## config.mk

```make
export PLATFORM = sky130hd
export DESIGN_NAME = odo_sbox_bank
export DESIGN_NICKNAME = d
export VERILOG_FILES = /design/src/rtl/odo_sbox_bank.sv
export SDC_FILE = /design/constraint.sdc
export NUM_CORES = 1
export LEC_CHECK = 0
export CORE_ASPECT_RATIO = 1.1
export CORE_MARGIN = 2
export CORE_UTILIZATION = 55
export DETAILED_ROUTE_END_ITERATION = 8
export DONT_BUFFER_PORTS = 1
export GPL_ROUTABILITY_DRIVEN = 0
export PLACE_DENSITY = 0.77
export SKIP_CTS_REPAIR_TIMING = 1
export SYNTH_ARGS = -nofsm -noshare
export SYNTH_HDL_FRONTEND = slang
export SYNTH_SLANG_ARGS = --single-unit
```

## constraint.sdc

```tcl
create_clock -name clk -period 5.7 [get_ports clk]
set_input_delay 1.14 -clock clk [delete_from_list [all_inputs] [get_ports clk]]
set_output_delay 1.14 -clock clk [all_outputs]
set_load 0.005 [all_outputs]
```

## src/rtl/odo_sbox_bank.sv

```systemverilog
// odo_sbox_bank: runtime-loadable S-box table shared by LANES lookup lanes.
// Sequential table load, then fixed-latency parallel lookups.
module odo_sbox_bank #(
  parameter int IN_W    = 6,
  parameter int OUT_W   = 6,
  parameter int LANES   = 4,
  parameter int OUT_REG = 1
) (
  input  logic                   clk,
  input  logic                   rst,
  input  logic                   load_start,
  input  logic                   wr_en,
  input  logic [OUT_W-1:0]       wr_data,
  input  logic                   in_valid,
  output logic                   in_ready,
  input  logic [LANES*IN_W-1:0]  in_data,
  output logic                   out_valid,
  output logic [LANES*OUT_W-1:0] out_data,
  output logic                   table_ready,
  output logic                   load_err
);

  localparam int DEPTH = 1 << IN_W;
  localparam logic [IN_W-1:0] LAST = '1;

  typedef enum logic [1:0] {
    S_EMPTY,
    S_LOAD,
    S_READY
  } state_e;

  state_e                   state_q, state_d;
  logic [IN_W-1:0]          cnt_q, cnt_d;
  logic                     mem_we;
  logic [IN_W-1:0]          mem_waddr;
  logic [OUT_W-1:0]         mem [DEPTH];
  logic                     load_err_q;
  logic                     accept;
  logic [LANES*OUT_W-1:0]   rd_data;
  logic                     s1_v_q;
  logic [LANES*OUT_W-1:0]   s1_d_q;

  assign in_ready    = (state_q == S_READY);
  assign table_ready = (state_q == S_READY);
  assign load_err    = load_err_q;
  assign accept      = in_valid & in_ready;

  // Load sequencing: restart has priority and may carry entry 0.
  always_comb begin
    state_d   = state_q;
    cnt_d     = cnt_q;
    mem_we    = 1'b0;
    mem_waddr = cnt_q;
    unique case (state_q)
      S_EMPTY: begin
        if (load_start) begin
          state_d = S_LOAD;
          cnt_d   = '0;
        end
      end
      S_LOAD: begin
        if (load_start) begin
          cnt_d = '0;
          if (wr_en) begin
            mem_we    = 1'b1;
            mem_waddr = '0;
            cnt_d     = IN_W'(1);
          end
        end else if (wr_en) begin
          mem_we = 1'b1;
          cnt_d  = cnt_q + IN_W'(1);
          if (cnt_q == LAST) state_d = S_READY;
        end
      end
      S_READY: begin
        if (load_start) begin
          state_d = S_LOAD;
          cnt_d   = '0;
        end
      end
      default: begin
        state_d = S_EMPTY;
        cnt_d   = '0;
      end
    endcase
  end

  // State, counter and the write-outside-load error pulse.
  always_ff @(posedge clk) begin
    if (rst) begin
      state_q    <= S_EMPTY;
      cnt_q      <= '0;
      load_err_q <= 1'b0;
    end else begin
      state_q    <= state_d;
      cnt_q      <= cnt_d;
      load_err_q <= wr_en && (state_q != S_LOAD);
    end
  end

  // Table storage; contents survive reset and are only trusted after a full load.
  always_ff @(posedge clk) begin
    if (mem_we) mem[mem_waddr] <= wr_data;
  end

  // All lanes index the shared table in parallel.
  always_comb begin
    rd_data = '0;
    for (int k = 0; k < LANES; k++) begin
      rd_data[k*OUT_W +: OUT_W] = mem[in_data[k*IN_W +: IN_W]];
    end
  end

  // Stage-1 result register; data holds when nothing is accepted.
  always_ff @(posedge clk) begin
    if (rst) begin
      s1_v_q <= 1'b0;
      s1_d_q <= '0;
    end else begin
      s1_v_q <= accept;
      if (accept) s1_d_q <= rd_data;
    end
  end

  if (OUT_REG != 0) begin : g_oreg
    logic                   s2_v_q;
    logic [LANES*OUT_W-1:0] s2_d_q;

    // Optional second register stage for timing.
    always_ff @(posedge clk) begin
      if (rst) begin
        s2_v_q <= 1'b0;
        s2_d_q <= '0;
      end else begin
        s2_v_q <= s1_v_q;
        if (s1_v_q) s2_d_q <= s1_d_q;
      end
    end

    assign out_valid = s2_v_q;
    assign out_data  = s2_d_q;
  end else begin : g_noreg
    assign out_valid = s1_v_q;
    assign out_data  = s1_d_q;
  end

endmodule

```

# == Word-level counts from Yosys, hierarchy flattened ==
# Memories as Yosys holds them, arrays and structs flattened. A register that Yosys moved wholly into a read port is not among the register bits.
# Cells that the tools add are included.
# word_totals
elab_cells,40
register_bits,35
mem_count,1
ram_bits,384
# classes
eq_ne,9
bitwise_logic,1
addsub,1
reduce_logical,5
muxes,17
# mem_list
memory,depth,width,rd,rd_ports_with_merged_regs,write_ports,line_no,text
mem,64,6,4,4,1,36,logic [OUT_W-1:0] mem [DEPTH];
# op_table
operator,n
$mux W6,6
$pmux W6 S2,1
$mux W2,4
$add A6 B1 Y6 const B,1
$eq A6 B6 Y1 const B,1
$ne A2 B2 Y1 const B,3
$mux W1,5
$ne A2 B1 Y1 const B,2
$pmux W2 S2,1
$reduce_and A4 Y1,1
$ne A3 B3 Y1 const B,1
$eq A2 B1 Y1 const B,1
$eq A2 B2 Y1 const B,1
$logic_not A2 Y1,1
$reduce_and A2 Y1,1
$reduce_or A2 Y1,1
$and A1 B1 Y1,1
$logic_and A1 B1 Y1,1

# == Depth between registers and ports, before layout ==
# logic_depth
word_depth,5
ltp_mapped,9
ltp_nobuf,6

# == Least setup slack after synthesis ==
# No wires, ideal clock.
# synth_path
path_kind,input-to-reg
start,in wr_en
end,mem mem[36][0] (enable)
cell_stages,5
path_buffers,1
t_arrival_ps,2881
setup_slack_ps,2431
setup_ps,388
required_ps,5312
path_cell_list,and3b_1 > nand2_1 > or4b_1 > clkbuf_1 > nor4b_1
# synth_between
elab_chain_cells,4
word_cells_on_any_way,7
# synth_rtl
element,line_no,text
from (decl),12,"input logic wr_en,"
$mux W1,"64, 69",
$mux W1,54,unique case (state_q)
$mux W1,103,if (mem_we) mem[mem_waddr] <= wr_data;
$mux W1 (not written as such),103,
to (decl),36,
# Parallel ways exist; a longest one is shown, timed or not.

# == Worst setup path in the final report ==
# layout_path
start,in wr_en
end,mem mem[35][3] (enable)
# The elaborated chain is that of the path after synthesis.

==> metrics.md <==
| Metric | Value |
|---|---|
| Post-synth EDFFs | `384` |
| Slew @ Worst Pin | `roughly 1.2 ns` |
| Synthesis Warnings | `0` |
| HP Start | `s1_d_q[6]` |
| Final #Nets | `1547` |
| Area of the core | `between 0.04 and 0.05 sq mm` |
| Initial antenna violation count | `1` |
| Final period utilization | `0.526` |
| Die Wd | `213 um` |
| Post-Synth Simple-Gate Area | `0.0623` |
| Compound-gate portion of the synthesized area | `0.0577` |
| CTS tree | `done` |
| XOR/XNOR share of the synthesized area | `0` |
| Top post-synthesis cells by count | `384 x edfxtp_1, 368 x mux4_2, 112 x nor2_1` |
| Htree depth | `2` |
| Synth Cell Area | `0.0264 sq mm` |
| Most used DFF post-synth | `edfxtp_1` |
| DR pass1 iterations | `9` |
| Fin crit period | `3.00 ns` |
| Mapped Nets | `1653` |
| Ranking of synthesized cells by area | `edfxtp_1 44%, mux4_2 31%, dfxtp_1 4.5%, mux2i_1 2.8%, a22oi_1 2.6%` |
| WHS Endpoint | `out_data[6]` |
| CTS max path bufs | `3` |
| Global-route wire length before repair | `between 100 and 150 mm` |
| Drt first-iter violations | `3072` |
| Max frequency | `0.334 GHz` |
| Reg-to-reg endpoint | `mem[35][3]` |
| Clk sinks | `~440` |
| Count leader, synth | `edfxtp_1` |
| PortBufs | `0` |
| Slew Limit Fails | `0` |
| Antenna-violating nets left | `0` |
| Worst skew pair latency | `about 0.61 ns` |
| Metal2 WL | `38.1 mm` |
| Worst endpoint required time | `5.91 ns` |
| Post-Synthesis Cells | `1617` |
| WP data arrival | `3.21 ns` |
| Setup Viol. Count Final | `0` |
| Met3 WL post-DR | `11.3 mm` |
| R2R cell count | `4` |
| Wire per inst | `37.5 um` |
| Worst vdd ir | `between 200 and 250 uV` |
| Crit end category | `flip-flop` |
| Max_slew headroom | `0.181` |
| Post-Route Setup TNS | `0 ns` |
| Status | `complete, but fails checks` |
| Final hold violation count | `0` |
| I/O pin count | `between 60 and 70` |
| Hold depth | `2` |
| Worst Hold Class | `reg -> reg` |
| Sequential area share after synthesis | `0.482` |
| Async S/R FF share, synth | `0` |
| Grt ovf | `0` |
| Top routing layer used | `met5` |
| Total Routing Usage GR | `0.339` |
| Startpoint types | `input port` |
| Avg Vias per Cell | `8.09` |
| Routed WL | `82.3 mm` |
| Critical path type | `in -> reg` |
| Worst reg2reg startpoint | `state_q[0]` |
| Largest net degree at the start of global routing | `102` |
| Combinational family with the most area after synthesis | `multiplexers` |
| Synth Register Bits | `443` |
| Syn Area/Cell | `16.3 sq um` |
| Residual DRC | `2` |
| Worst R2R Setup Slack | `between 2 and 3 ns` |
| P&R area growth vs syn | `5.91%` |
| Routed met1 length | `26.1 mm` |
| Adder-cell share of the synthesized area | `0.000475` |
| Vias in the first global route | `17100` |
| CTS buffer count | `45` |
| MaxCap Viol Count | `0` |
| Layout cell share with drive strength beyond 1 | `0.309` |
| CTS clock-pin slew for the worst setup and hold paths | `0.06 ns` |
| Fillers | `~3400` |
| Fin area | `0.0279 sq mm` |
| Failing checks | `DRC` |
| Chip height | `234 um` |
| Pleak | `0.00857 uW` |
| Post-DP HPWL | `around 52 mm` |
| DP Area | `0.0264 sq mm` |
| DIE AREA | `0.0497 sq mm` |
| Clk_skew | `0.0301 ns` |
| Starting Density | `0.554` |
| Cell Rows | `84` |
| Critical path origin | `wr_en` |
| PD cells | `255 mW/mm^2` |
| Area leader, netlist | `edfxtp_1` |
| Synth top area share | `0.438` |
| RSZ-0062 raised after global routing | `false` |
| Root buf cell | `clkbuf_16` |
| Vias | `17800` |
| CP max FO | `8` |
| Library cells used by synthesis | `59` |
| Mux contribution to synthesized area | `0.365` |
[layout by cell type, fill, tap and decap left out, types with 11 or more instances in the layout]
cell type	n
a211oi_1	16
a21oi_1	28
a221oi_1	12
a22oi_1	93
and3_1	12
and3b_1	12
clkbuf_16	47
clkinv_2	11
dfxtp_1	59
edfxtp_1	384
mux2_2	25
mux2i_1	74
mux4_1	11
mux4_2	368
nand2_1	49
nand3_1	21
nand4_1	39
nor2_1	112
nor2b_1	24
nor3_1	11
nor3b_1	12
o21ai_0	16
[power by group]
part           total (uW)  internal [uW]  switching, uW
clock network        3070           1750           1320
logic                 522            300            222
registers            3520           3520           4.62
[metal layers]
metal  vias up  track usage
li1       6761            -
met1      8971        0.419
met2      1688        0.528
met5         -            0
met3       345       0.0991
met4         2        0.216
[state kept, by name (all words and copies together), names as in the netlist]
register / cells
s1_v_q: 1
out_valid: 1
s1_d_q: 24
out_data: 24
load_err: 1
cnt_q: 6
state_q: 2
mem: 384
[layout make-up]
class	instances	area [sq um]	area share
Antenna cell	2	5.00	0.000179
Timing Repair Buffer	3	22.5	0.000807
Tap cell	645	807	0.0289
Multi-Input combinational cell	1010	12800	0.459
Clock buffer	54	1230	0.0442
Inverter	8	30.0	0.00108
Clock inverter	30	298	0.0107
Sequential cell	443	12700	0.455
[how the worst max path moves through the flow]
stage	end	cells after the start
global placement	mem[55][1]	4
finish	mem[35][3]	4
CTS	mem[35][2]	4
floorplan	mem[36][0]	5
detailed placement	mem[35][1]	4
global route	mem[35][2]	4
[cells by family after synthesis]
kind of cell / count (synthesis)
simple gates: 320
buf+inv: 164
mux: 479
fa+ha+maj: 1
flops: 443
compound gates: 210
[stage by stage]
stage	util	cells	power, uW	setup slack, ns	hold slack [ns]
global placement	0.554	2109	4090	2.22	0.477
global route	0.586	2193	7240	2.53	0.529
floorplan	-	1617	4120	2.43	0.463
detailed placement	0.554	2109	4090	2.12	0.493
CTS	0.586	2193	7100	2.72	0.508
finish	0.586	2195	7110	2.70	0.506
[worst max-delay path, cell delays in order]
cell and delay, ns:
and3b_1 0.24, nand2_1 0.13, or4b_1 0.64, nor4bb_1 1.06
Note: power is estimated with default switching activity, not from simulation.
